`config.mk`:
```
export PLATFORM = sky130hd
export DESIGN_NAME = calc_key_sequencer_flat
export DESIGN_NICKNAME = d
export VERILOG_FILES = /design/src/rtl/calc_key_sequencer_if.sv /design/src/rtl/calc_key_sequencer.sv /design/src/flat_wrapper.sv
export SDC_FILE = /design/constraint.sdc
export NUM_CORES = 1
export LEC_CHECK = 0
export ABC_AREA = 1
export CAP_MARGIN = 10
export CORE_MARGIN = 4
export CORE_UTILIZATION = 50
export DETAILED_ROUTE_END_ITERATION = 10
export PLACE_DENSITY = 0.86
export SLEW_MARGIN = 15
export SYNTH_ARGS = -nofsm -noshare
export SYNTH_HDL_FRONTEND = slang
export SYNTH_SLANG_ARGS = --single-unit
```
`constraint.sdc`:
```
create_clock -name i_clk -period 2.18 [get_ports i_clk]
set_input_delay 0.436 -clock i_clk [delete_from_list [all_inputs] [get_ports i_clk]]
set_output_delay 0.436 -clock i_clk [all_outputs]
set_load 0.1 [all_outputs]
```
`src/rtl/calc_key_sequencer_if.sv`:
```
// rtl/calc_key_sequencer_if.sv - key sequencer bus bundle (oct_mode present only with CALC_OCTAL_EN)
interface calc_key_sequencer_if #(
  parameter int N_DIGITS = 4
);
  localparam int W = 4 * N_DIGITS;

  // cursor / ALU side inputs to the sequencer
  logic         select;
  logic [4:0]   val;
  logic [W-1:0] result;
`ifdef CALC_OCTAL_EN
  logic         oct_mode;
`endif

  // sequencer outputs
  logic [W-1:0] operand_a;
  logic [W-1:0] operand_b;
  logic [2:0]   op_sel;
  logic         exe;
  logic [W-1:0] display;
  logic         restriction;
  logic [1:0]   state;

  // environment side: cursor, ALU and display
  modport master (
`ifdef CALC_OCTAL_EN
    output oct_mode,
`endif
    output select, val, result,
    input  operand_a, operand_b, op_sel, exe, display, restriction, state
  );

  // sequencer side
  modport slave (
`ifdef CALC_OCTAL_EN
    input  oct_mode,
`endif
    input  select, val, result,
    output operand_a, operand_b, op_sel, exe, display, restriction, state
  );
endinterface

```
`src/rtl/calc_key_sequencer.sv`:
```
// rtl/calc_key_sequencer.sv - hex calculator key entry FSM (octal entry guarded by CALC_OCTAL_EN)
module calc_key_sequencer #(
  parameter int N_DIGITS = 4
) (
  input  logic                 i_clk,
  input  logic                 i_rst,
  calc_key_sequencer_if.slave  bus
);
  localparam int W  = 4 * N_DIGITS;
  localparam int CW = $clog2(N_DIGITS + 1);
  localparam logic [CW-1:0] MAX_CNT = CW'(N_DIGITS);

  typedef enum logic [1:0] {
    S_A   = 2'd0,
    S_B   = 2'd1,
    S_RES = 2'd2
  } state_t;

  state_t        r_state;
  logic          r_select_d;
  logic [W-1:0]  r_operand_a;
  logic [W-1:0]  r_operand_b;
  logic [2:0]    r_op_sel;
  logic          r_exe;
  logic [CW-1:0] r_count_a;
  logic [CW-1:0] r_count_b;

  logic          w_press;
  logic [3:0]    w_digit;
  logic          w_digit_ok;
  logic          w_is_digit;
  logic          w_is_op;
  logic [2:0]    w_op_code;
  logic          w_is_exe;
  logic          w_is_ce;
  logic          w_is_clr;
  logic [W-1:0]  w_display;

  assign w_press = bus.select && !r_select_d;
  assign w_digit = bus.val[3:0];

`ifdef CALC_OCTAL_EN
  // Octal mode refuses 8-F even if the cursor somehow lands on one.
  assign w_digit_ok      = !(bus.oct_mode && w_digit[3]);
  assign bus.restriction = bus.oct_mode;
`else
  assign w_digit_ok      = 1'b1;
  assign bus.restriction = 1'b0;
`endif

  assign w_is_digit = !bus.val[4] && w_digit_ok;
  assign w_is_exe   = (bus.val == 5'h13);
  assign w_is_ce    = (bus.val == 5'h16);
  assign w_is_clr   = (bus.val == 5'h17);

  // Map operator key codes onto the ALU op_sel encoding.
  always_comb begin
    w_is_op   = 1'b1;
    w_op_code = 3'd0;
    case (bus.val)
      5'h10:   w_op_code = 3'd0;
      5'h14:   w_op_code = 3'd1;
      5'h11:   w_op_code = 3'd2;
      5'h12:   w_op_code = 3'd3;
      5'h15:   w_op_code = 3'd4;
      default: w_is_op   = 1'b0;
    endcase
  end

  // Entry FSM: one key code acted on per select rising edge; exe is a registered one-cycle strobe.
  always_ff @(posedge i_clk or posedge i_rst) begin
    if (i_rst) begin
      r_state     <= S_A;
      r_select_d  <= 1'b0;
      r_operand_a <= '0;
      r_operand_b <= '0;
      r_op_sel    <= 3'd0;
      r_exe       <= 1'b0;
      r_count_a   <= '0;
      r_count_b   <= '0;
    end else begin
      r_select_d <= bus.select;
      r_exe      <= 1'b0;
      if (w_press) begin
        if (w_is_clr) begin
          // select_d keeps tracking select so a held CLR press is not seen twice.
          r_state     <= S_A;
          r_operand_a <= '0;
          r_operand_b <= '0;
          r_op_sel    <= 3'd0;
          r_count_a   <= '0;
          r_count_b   <= '0;
        end else begin
          case (r_state)
            S_A: begin
              if (w_is_digit) begin
                if (r_count_a < MAX_CNT) begin
                  r_operand_a <= {r_operand_a[W-5:0], w_digit};
                  r_count_a   <= r_count_a + CW'(1);
                end
              end else if (w_is_op) begin
                // An empty operand A simply enters the operation as zero.
                r_op_sel    <= w_op_code;
                r_operand_b <= '0;
                r_count_b   <= '0;
                r_state     <= S_B;
              end else if (w_is_ce) begin
                r_operand_a <= '0;
                r_count_a   <= '0;
              end
            end
            S_B: begin
              if (w_is_digit) begin
                if (r_count_b < MAX_CNT) begin
                  r_operand_b <= {r_operand_b[W-5:0], w_digit};
                  r_count_b   <= r_count_b + CW'(1);
                end
              end else if (w_is_op) begin
                r_op_sel <= w_op_code;
              end else if (w_is_exe) begin
                r_exe   <= 1'b1;
                r_state <= S_RES;
              end else if (w_is_ce) begin
                r_operand_b <= '0;
                r_count_b   <= '0;
              end
            end
            S_RES: begin
              if (w_is_digit) begin
                r_operand_a <= {{(W-4){1'b0}}, w_digit};
                r_count_a   <= CW'(1);
                r_operand_b <= '0;
                r_count_b   <= '0;
                r_state     <= S_A;
              end else if (w_is_op) begin
                // Chain: the previous result becomes operand A of the new operation.
                r_operand_a <= bus.result;
                r_op_sel    <= w_op_code;
                r_operand_b <= '0;
                r_count_b   <= '0;
                r_state     <= S_B;
              end else if (w_is_ce) begin
                r_operand_a <= '0;
                r_operand_b <= '0;
                r_count_a   <= '0;
                r_count_b   <= '0;
                r_state     <= S_A;
              end
            end
            default: r_state <= S_A;
          endcase
        end
      end
    end
  end

  // Display follows the operand being edited; S_B shows A until B gets its first digit.
  always_comb begin
    w_display = r_operand_a;
    case (r_state)
      S_A:     w_display = r_operand_a;
      S_B:     w_display = (r_count_b != '0) ? r_operand_b : r_operand_a;
      S_RES:   w_display = bus.result;
      default: w_display = r_operand_a;
    endcase
  end

  assign bus.operand_a = r_operand_a;
  assign bus.operand_b = r_operand_b;
  assign bus.op_sel    = r_op_sel;
  assign bus.exe       = r_exe;
  assign bus.display   = w_display;
  assign bus.state     = r_state;
endmodule
```
`src/flat_wrapper.sv`:
```
// flat-port wrapper written by rule: the top's interface ports become plain ports
module calc_key_sequencer_flat 
#(
  parameter int N_DIGITS = 4
)
  (i_clk, i_rst, bus_select, bus_val, bus_result, bus_operand_a, bus_operand_b, bus_op_sel, bus_exe, bus_display, bus_restriction, bus_state);
  calc_key_sequencer_if #(.N_DIGITS(N_DIGITS)) bus_i ();
  input  logic i_clk;
  input  logic i_rst;
  input wire logic [$bits(bus_i.select)-1:0] bus_select;
  input wire logic [$bits(bus_i.val)-1:0] bus_val;
  input wire logic [$bits(bus_i.result)-1:0] bus_result;
  output wire logic [$bits(bus_i.operand_a)-1:0] bus_operand_a;
  output wire logic [$bits(bus_i.operand_b)-1:0] bus_operand_b;
  output wire logic [$bits(bus_i.op_sel)-1:0] bus_op_sel;
  output wire logic [$bits(bus_i.exe)-1:0] bus_exe;
  output wire logic [$bits(bus_i.display)-1:0] bus_display;
  output wire logic [$bits(bus_i.restriction)-1:0] bus_restriction;
  output wire logic [$bits(bus_i.state)-1:0] bus_state;
  assign bus_i.select = bus_select;
  assign bus_i.val = bus_val;
  assign bus_i.result = bus_result;
  assign bus_operand_a = bus_i.operand_a;
  assign bus_operand_b = bus_i.operand_b;
  assign bus_op_sel = bus_i.op_sel;
  assign bus_exe = bus_i.exe;
  assign bus_display = bus_i.display;
  assign bus_restriction = bus_i.restriction;
  assign bus_state = bus_i.state;
  calc_key_sequencer #(.N_DIGITS(N_DIGITS)) u_core (.i_clk(i_clk), .i_rst(i_rst), .bus(bus_i));
endmodule
```
======== Word level (Yosys, flattened, before mapping) ========
Cells that the tools add are included.
storage, ports and cells
  register bits after elaboration ......... 45
  output and inout bits ................... 55
  input port bits ......................... 24
operators by class
  multiplexer cells ....................... 61
  add/subtract/negate cells ............... 2
  magnitude comparators ................... 2
  eq/ne operators ......................... 21
  reductions and logical operators ........ 16
operators by type and width
  operator                                                         count
  16-bit two-way mux                                               18
  16-bit one-hot mux with 2 select lines                           2
  3-bit two-way mux                                                20
  16-bit one-hot mux with 3 select lines                           1
  5-bit equality test, second input constant                       8
  2-bit two-way mux                                                9
  7-bit AND reduction                                              2
  4-bit != test, second input constant                             3
  3-bit one-hot mux with 4 select lines                            1
  3-bit one-hot mux with 3 select lines                            1
  4-bit by 2-bit != test with 1-bit output, second input constant  2
  4-bit AND reduction                                              2
  1-bit two-way mux                                                7
  3-bit by 1-bit adder with 3-bit output, second input constant    2
  3-bit < comparator, second input constant                        2
  3-bit by 1-bit != test with 1-bit output, second input constant  2
  3-bit by 2-bit != test with 1-bit output, second input constant  2
  2-bit one-hot mux with 3 select lines                            1
  3-bit one-hot mux with 2 select lines                            1
  2-bit nonzero test                                               3
  3-bit nonzero test                                               2
  5-bit by 2-bit != test with 1-bit output, second input constant  1
  5-bit OR reduction                                               1
  4-bit nonzero test                                               1
  other kinds (8)                                                  8

======== Logic depth before layout (Yosys ltp) ========
Gate-level depths: netlist of run 1.
  word-level depth ........................ 8
  depth in mapped cells ................... 12
  depth with buffers taken out ............ 10

======== Least setup slack after synthesis of run 1 ========
OpenSTA, ideal clock, no wires.
  path type ............................... reg-to-output
  start ................................... reg u_core.r_state[0] (netlist: u_core.bus.state[0])
  end ..................................... out bus_display[6]
  cell stages (with the launch flop) ...... 6
  slack ................................... -2.216 ns
  arrival ................................. 3.960 ns
  required time ........................... 1.744 ns
  path buffers ............................ 2
  cell sequence ........................... dfrtp_1 -> ha_1 -> buf_2 -> clkbuf_1 -> a32oi_1 -> o21ai_0
on the way
  cells in the longest elaborated chain, start to end .. 2
  elaborated cells on any way between the ends .. 3
  those cells by class .................... eq/ne (2); mux (1)
RTL lines
  what                                                                                          RTL line                   text
  start: declaration                                                                            calc_key_sequencer.sv:19   state_t r_state;
  start signal: assignment                                                                      calc_key_sequencer.sv:73   r_state <= S_A;
  start signal: assignment                                                                      calc_key_sequencer.sv:87   r_state <= S_A;
  start signal: assignment                                                                      calc_key_sequencer.sv:106  r_state <= S_B;
  2-bit equality test / 2-bit by 1-bit equality test with 1-bit output (equally long branches)  calc_key_sequencer.sv:160  case (r_state)
  16-bit one-hot mux with 2 select lines (*)                                                    calc_key_sequencer.sv:160
  end: declaration                                                                              flat_wrapper.sv:17         output wire logic [$bits(bus_i.display)-1:0] bus_display;
Every way passes the cells marked *; elsewhere a longest branch is shown, timed or not.

======== Worst setup path after layout of run 1 ========
  start ................................... reg u_core.r_state[1] (netlist: u_core.bus.state[1])
  end ..................................... out bus_display[10]
The elaborated chain is that of the path after synthesis.

==> metrics, run 1 <==
most repeated library cell on the critical path=sky130_fd_sc_hd__buf_12; maximum buffer depth of the clock tree=2; I/O pin count=79; violated checks=setup timing; via count normalized by instance count=6.003; top post-synthesis cells by area=sky130_fd_sc_hd__dfrtp_1 35%, sky130_fd_sc_hd__nand2_1 24%, sky130_fd_sc_hd__nand3_1 10%; cell with the largest stage delay on the worst path=sky130_fd_sc_hd__dfrtp_4; total placed cells including tap cells=655; kind of launch point of the worst setup path=flop; Mapped Avg Cell Area=6.637 µm²; nets in the synthesized netlist=520; endpoints failing hold=0; post-synthesis cell type with the largest combined area=sky130_fd_sc_hd__dfrtp_1; maximum single-stage delay on the critical path=0.50 ns; residual overflow from global routing=0; maximum frequency from static timing analysis=433.0 MHz; area inside the core boundary=0.006314 mm²; drt first pass iters=5; Die Wd=88.57 µm; worst flop-to-flop path startpoint=u_core.bus.state[1]; class of the tightest hold or removal check=in -> async; endpoint kind of the worst setup timing path=output port; insertion delay to the later sink of the worst-skew pair=0.31 ns; worst supply voltage drop on vdd=1640 µV; Layout Cells excl Fill=672; GPL Wtd Cong=0.9922; Final Max Slew Viols=0; slew at the pin closest to its max-slew limit=0.7751 ns; Yosys cell types=30; total power=8.670 mW; drc violations=0; total cell area at the placement stage=0.004656 mm²; number of antenna violations at the first check in global routing=0; final layout net count=625; Period minus WS final=2.310 ns; reported max-cap violation count=0; chain of cells forming the critical path=inv_4 > ha_4 > buf_12 > a32oi_4 > o21ai_4 > buf_12; gate count of the mapped netlist=489; area share of the largest cell type after synthesis=34.70%; Root Buffer=sky130_fd_sc_hd__clkbuf_8; crit share post-route=105.9%; Register-to-Register Path Depth=12; post-detailed-route count of antenna-violating nets=0; post-synthesis register bit count=45; Inserted Diodes=0; Clock Sink Count=45; hold buffers post-CTS=0; total number of yosys warnings=0; Detailed Place HPWL=8.308 mm; worst path required time=1.74 ns; Die H=88.57 µm; first-pass GRT wire length=19.93 mm; final routed wirelength across all metal layers=12.78 mm; CTS tree=yes; Area growth, synth to finish=59.14%; endpoint of the lowest-slack register-to-register path=u_core.bus.operand_b[7]; vias in the first global route=3780; post-route cell area=0.005165 mm²; number of DRC markers after the initial detailed-route iteration=386; Wirelength per Cell=19.01 µm; WP data arrival=1.87 ns; Power per Cell Area=1679 mW/mm²; Worst Setup Path Type=reg -> out; CTS buffer count=5; critical path peak fanout=19; result of the run=finished with violations; Slew headroom=48.27%; Syn Std Cell Area=0.003246 mm²; total global-route track usage=32.95%; share of the yosys chip area belonging to registers=34.70%; Buffers on Ports=77; skew final=0.009786 ns; total via count after detailed routing=4034; worst-case setup margin in the final layout=-0.1295 ns; # H-tree levels=2; # setup viols final=16; unrepaired setup endpoints after global routing=true; pin count of the biggest net entering global routing=28; R2R setup slack=0.14 ns; number of placement rows=29; clk slew on worst S/H paths=0.09 ns; Starting Density=51.41%; Die Outline Area=0.007845 mm²; share of post-route cells with drive strength above 1=32.27%; leakage component of the power=2.531 nW
## state kept, by name (all words and copies together), names as in the netlist
signal,cells
u_core.bus.operand_a,16
u_core.bus.operand_b,16
u_core.bus.op_sel,3
u_core.bus.state,2
u_core.r_count_a,3
u_core.bus.exe,1
u_core.r_select_d,1
u_core.r_count_b,3
## through the flow
step | worst slack [ns] | hold slack, ns | util [%] | TNS [ns]
global placement | -0.2067 | 0.4983 | 73.74 | -5.883
finish | -0.1295 | 0.4526 | 81.81 | -1.581
detailed placement | -0.2428 | 0.5167 | 73.74 | -7.162
CTS | -0.06749 | 0.4743 | 80.98 | -0.9555
floorplan | -0.1506 | 0.4674 | - | -1.561
global route | -0.1833 | 0.5072 | 81.81 | -2.705
## power breakdown
group | switching (mW) | internal [mW]
clock network | 0.321 | 0.373
logic | 4.58 | 2.03
registers | 0.331 | 1.04
total | 5.23 | 3.44
## cells in the mapped netlist
| cell | number |
|---|---|
| sky130_fd_sc_hd__nor2_4 | 4 |
| sky130_fd_sc_hd__dfrtp_1 | 45 |
| sky130_fd_sc_hd__nor2_1 | 16 |
| sky130_fd_sc_hd__nand2_2 | 3 |
| sky130_fd_sc_hd__a22oi_1 | 1 |
| sky130_fd_sc_hd__o21ai_1 | 1 |
| sky130_fd_sc_hd__o21ai_2 | 1 |
| sky130_fd_sc_hd__clkbuf_1 | 6 |
| sky130_fd_sc_hd__or2_1 | 1 |
| sky130_fd_sc_hd__a32oi_1 | 16 |
| sky130_fd_sc_hd__buf_2 | 6 |
| sky130_fd_sc_hd__nand3b_1 | 4 |
| sky130_fd_sc_hd__ha_1 | 7 |
| sky130_fd_sc_hd__inv_2 | 5 |
| sky130_fd_sc_hd__o21a_1 | 1 |
| sky130_fd_sc_hd__nand3_4 | 1 |
| sky130_fd_sc_hd__clkinv_1 | 2 |
| sky130_fd_sc_hd__nand2_1 | 210 |
| sky130_fd_sc_hd__buf_8 | 1 |
| sky130_fd_sc_hd__a21oi_1 | 2 |
| sky130_fd_sc_hd__nand3_1 | 68 |
| sky130_fd_sc_hd__inv_4 | 1 |
| sky130_fd_sc_hd__nor2_2 | 1 |
| sky130_fd_sc_hd__nor3_1 | 3 |
| sky130_fd_sc_hd__inv_1 | 33 |
| sky130_fd_sc_hd__buf_6 | 4 |
| sky130_fd_sc_hd__conb_1 | 1 |
| sky130_fd_sc_hd__buf_4 | 7 |
| sky130_fd_sc_hd__o21ai_0 | 36 |
| sky130_fd_sc_hd__nand3_2 | 2 |
## how the worst max path moves through the flow
stage	start	end
after floorplan	u_core.bus.state[1]	bus_display[6]
after global placement	bus_val[4]	u_core.bus.operand_b[3]
after detailed placement	bus_val[4]	u_core.r_count_b[0]
after CTS	u_core.bus.state[1]	bus_display[15]
after global routing	u_core.r_count_b[0]	bus_display[4]
final	u_core.bus.state[1]	bus_display[10]
## worst max-delay path, delay by kind of cell (launching register included)
family          cells  cell delay (ns)
buf+inv             3             0.49
fa+ha+maj           1             0.17
flops               1             0.50
compound gates      2             0.38
## per-layer routing
layer / track usage [%] / vias to the layer above / routed length (µm)
li1: - / 1799 / -
met1: 43.18 / 1898 / 4794
met3: 5.493 / 51 / 1231
met4: 12.36 / 0 / 492
met2: 54.66 / 286 / 6258
met5: 0 / - / 0
## kinds of logic (layout without fill, tap and decap cells)
kind of cell	after synthesis	count (layout)	share of synthesized area, %
AND/OR/NAND/NOR	313	313	41.52
buffers and inverters	65	171	9.908
AO/OA/AOI/OAI	58	58	11.06
flip-flops	45	45	34.70
adder cells (fa/ha/maj)	7	7	2.698
other	1	1	0.1155
## final cells by class
class / count / area [µm²]
multi-input combinational: 379 / 2335
timing repair buffer: 122 / 1295
fill: 370 / 1149
sequential: 45 / 1140
inverter: 41 / 178.9
tap: 77 / 96.34
clock buffer: 6 / 82.58
clock inverter: 2 / 37.54
## cells in the final DEF, fill, tap and decap left out, types with 2 or more instances in the layout
| cell type | instances |
|---|---|
| sky130_fd_sc_hd__a21oi_1 | 2 |
| sky130_fd_sc_hd__a32oi_2 | 8 |
| sky130_fd_sc_hd__a32oi_4 | 8 |
| sky130_fd_sc_hd__buf_12 | 22 |
| sky130_fd_sc_hd__buf_4 | 74 |
| sky130_fd_sc_hd__clkbuf_8 | 6 |
| sky130_fd_sc_hd__clkdlybuf4s50_1 | 21 |
| sky130_fd_sc_hd__clkinv_1 | 2 |
| sky130_fd_sc_hd__dfrtp_1 | 38 |
| sky130_fd_sc_hd__dfrtp_2 | 5 |
| sky130_fd_sc_hd__dfrtp_4 | 2 |
| sky130_fd_sc_hd__dlymetal6s2s_1 | 2 |
| sky130_fd_sc_hd__ha_1 | 4 |
| sky130_fd_sc_hd__ha_4 | 3 |
| sky130_fd_sc_hd__inv_1 | 29 |
| sky130_fd_sc_hd__inv_2 | 4 |
| sky130_fd_sc_hd__inv_4 | 5 |
| sky130_fd_sc_hd__nand2_1 | 193 |
| sky130_fd_sc_hd__nand2_2 | 11 |
| sky130_fd_sc_hd__nand2_4 | 9 |
| sky130_fd_sc_hd__nand3_1 | 68 |
| sky130_fd_sc_hd__nand3_2 | 2 |
| sky130_fd_sc_hd__nand3b_1 | 4 |
| sky130_fd_sc_hd__nor2_1 | 14 |
| sky130_fd_sc_hd__nor2_2 | 2 |
| sky130_fd_sc_hd__nor2_4 | 5 |
| sky130_fd_sc_hd__nor3_1 | 3 |
| sky130_fd_sc_hd__o21ai_0 | 20 |
| sky130_fd_sc_hd__o21ai_4 | 17 |
## what timing repair did
item / CTS / global route
endpoints found under the setup margin: 20 / 53
resized for setup: 53 / 8
gates cloned: 2 / 1
buffers inserted: 5 / 1
pin swaps: 6 / 1
Note: power is estimated with default switching activity, not from simulation.
==> inputs of run 2 (changes only) <==
- CORE_ASPECT_RATIO: default -> 1.5
- RECOVER_POWER: default -> 100
==> run 2 against run 1 <==
Sequential share of layout area increased by 1.9 points; power decreased by 7.0%; combinational power decreased by 8.3%; clock power decreased by 5.5%; highest routed layer unchanged; the run still ends with setup timing left; largest cell class unchanged; clock skew increased by 0.0044 ns.
==> metrics, run 2 (synthesis results as in run 1) <==
share of post-route cells with drive strength above 1=29.20% (-3.1 points); number of DRC markers after the initial detailed-route iteration=414 (+7.3%); Detailed Place HPWL=8.513 mm (+2.5%); vias in the first global route=3865 (+2.2%); Die Wd=73.79 µm (-17%); reported max-cap violation count=0 (unchanged); # setup viols final=16 (unchanged); worst supply voltage drop on vdd=1739 µV (+6.0%); post-route cell area=0.004762 mm² (-7.8%); number of antenna violations at the first check in global routing=0 (unchanged); R2R setup slack=0.17 ns (+0.03 ns); slew at the pin closest to its max-slew limit=0.7837 ns (+0.008554 ns); maximum frequency from static timing analysis=441.5 MHz (+2.0%); Buffers on Ports=77 (unchanged); most frequent cells in the layout=197 x sky130_fd_sc_hd__nand2_1, 71 x sky130_fd_sc_hd__nand3_1, 38 x sky130_fd_sc_hd__clkbuf_2, 38 x sky130_fd_sc_hd__dfrtp_1, 31 x sky130_fd_sc_hd__buf_4; launch point of the worst hold path=u_core.r_count_a[0]; I/O pin count=79 (unchanged); Die Outline Area=0.007871 mm² (+0.34%); drt first pass iters=5 (unchanged); class of the tightest hold or removal check=reg -> reg; area inside the core boundary=0.006218 mm² (-1.5%); CTS tree=yes; worst path required time=1.74 ns (about the same); pin count of the biggest net entering global routing=31 (+11%); Hold Path Stages=2; crit share post-route=103.9% (-2.0 points); final layout net count=619 (-0.96%); kind of launch point of the worst setup path=flop; Post-Place Worst Slack=-0.1789 ns (+0.06392 ns); residual overflow from global routing=0 (unchanged); Worst Setup Path Type=reg -> out; worst-case setup margin in the final layout=-0.08512 ns (+0.04439 ns); violated checks=setup timing; Die H=106.7 µm (+20%); Clock Sink Count=45 (unchanged); clk slew on worst S/H paths=0.08 ns (about the same); Final Max Slew Viols=0 (unchanged); post-detailed-route count of antenna-violating nets=0 (unchanged); endpoints failing hold=0 (unchanged); WP data arrival=1.83 ns (-0.04 ns); total cell area at the placement stage=0.004649 mm² (-0.13%); final routed wirelength across all metal layers=11.43 mm (-11%); leakage component of the power=2.426 nW (-4.1%); total via count after detailed routing=3935 (-2.5%); total global-route track usage=30.06% (-2.9 points); # H-tree levels=2 (unchanged); drc violations=0 (unchanged); unrepaired setup endpoints after global routing=true; worst flop-to-flop path startpoint=u_core.bus.state[0]; total power=8.061 mW (-7.0%); insertion delay to the later sink of the worst-skew pair=0.31 ns (about the same); via count normalized by instance count=5.935 (-1.1%); Worst Hold End=u_core.r_count_a[0]; count of filler cells inserted in the layout=481 (+30%); Register-to-Register Path Depth=9 (-3); endpoint of the lowest-slack register-to-register path=u_core.bus.operand_a[6]; maximum buffer depth of the clock tree=2 (unchanged); Root Buffer=sky130_fd_sc_hd__clkbuf_8; final total negative setup slack=-1.079 ns (+0.5024 ns); Power per Cell Area=1693 mW/mm² (+0.84%); Inserted Diodes=0 (unchanged); GPL Wtd Cong=1.018 (+2.6%); result of the run=finished with violations; Period minus WS final=2.265 ns (-0.04439 ns); Wirelength per Cell=17.23 µm (-9.4%); CTS buffer count=5 (unchanged); Slew headroom=47.75% (-0.51 points); Starting Density=52.19% (+0.79 points); hold buffers post-CTS=0 (unchanged); most common library cell in the layout ignoring fill and taps=sky130_fd_sc_hd__nand2_1; skew final=0.01419 ns (+0.004400 ns); critical path peak fanout=8 (-11); endpoint kind of the worst setup timing path=output port; first-pass GRT wire length=18.45 mm (-7.4%); number of placement rows=35 (+21%); Area growth, synth to finish=46.72%
## run 2: cell types whose count changed in the layout (fill, tap and decap cells not counted), moves of 3 or more
| cell | before | now |
|---|---|---|
| sky130_fd_sc_hd__a32oi_1 | 0 | 3 |
| sky130_fd_sc_hd__a32oi_2 | 8 | 13 |
| sky130_fd_sc_hd__a32oi_4 | 8 | 0 |
| sky130_fd_sc_hd__buf_4 | 74 | 31 |
| sky130_fd_sc_hd__clkbuf_2 | 0 | 38 |
| sky130_fd_sc_hd__dlygate4sd3_1 | 0 | 3 |
| sky130_fd_sc_hd__nand2_1 | 193 | 197 |
| sky130_fd_sc_hd__nand2_4 | 9 | 5 |
| sky130_fd_sc_hd__nand3_1 | 68 | 71 |
| sky130_fd_sc_hd__nor2_4 | 5 | 2 |
## run 2: critical path: stages (launching register included)
cell	delay, ns
sky130_fd_sc_hd__dfrtp_4	0.50
sky130_fd_sc_hd__inv_4	0.09
sky130_fd_sc_hd__ha_4	0.17
sky130_fd_sc_hd__inv_4	0.04
sky130_fd_sc_hd__o21ai_4	0.16
sky130_fd_sc_hd__buf_8	0.19
sky130_fd_sc_hd__nand2_2	0.08
sky130_fd_sc_hd__o21ai_4	0.08
sky130_fd_sc_hd__buf_12	0.19
## run 2: timing repair
action	4_1_cts	5_1_grt
pin swaps	2	0
buffers inserted	4	0
hold endpoints to repair	0	0
gates cloned	1	0
endpoints found under the setup margin	16	26
gates resized for setup	24	7
## run 2: report_power, final
group	total, mW	internal [mW]	switching [mW]
combinational	6.05	1.73	4.32
clock	0.656	0.343	0.313
sequential	1.35	1.04	0.311
total	8.06	3.12	4.94
## run 2: per-stage QoR
step / instances / hold WS (ns) / utilization (%)
final: 663 / 0.5430 / 76.58
after CTS: 663 / 0.4399 / 78.57
after global placement: 650 / 0.4885 / 74.77
after global routing: 663 / 0.5835 / 76.58
after detailed placement: 650 / 0.5207 / 74.77
after floorplan: 489 / 0.4674 / -
## run 2: metal layers
metal  wire length, µm  share of wire [%]  global-route usage, %
met5                 0                  0                      0
met4               953                8.3                  20.98
met3               837                7.3                  4.315
met2              5647                 49                  51.59
met1              3989                 35                  32.78
## run 2: worst max-delay path by stage
stage	slack, ns	start	depth (start not counted)	end
after global routing	-0.15	u_core.bus.state[1]	8	bus_display[7]
after global placement	-0.16	bus_val[0]	8	u_core.r_count_a[2]
final	-0.09	u_core.bus.state[1]	8	bus_display[1]
after detailed placement	-0.18	bus_val[1]	8	u_core.bus.operand_a[0]
after CTS	-0.08	u_core.bus.state[1]	8	bus_display[0]
after floorplan	-0.15	u_core.bus.state[1]	6	bus_display[6]
## run 2: area by class of cell
type	count	area (µm²)	share of cell area (%)
clock buffers	5	68.82	1.445
clock inverters	3	46.29	0.9721
inverters	41	175.2	3.678
multi-input cells	379	2140	44.93
flip-flops and latches	45	1140	23.94
well taps	74	92.59	1.944
repair buffers	116	1100	23.09
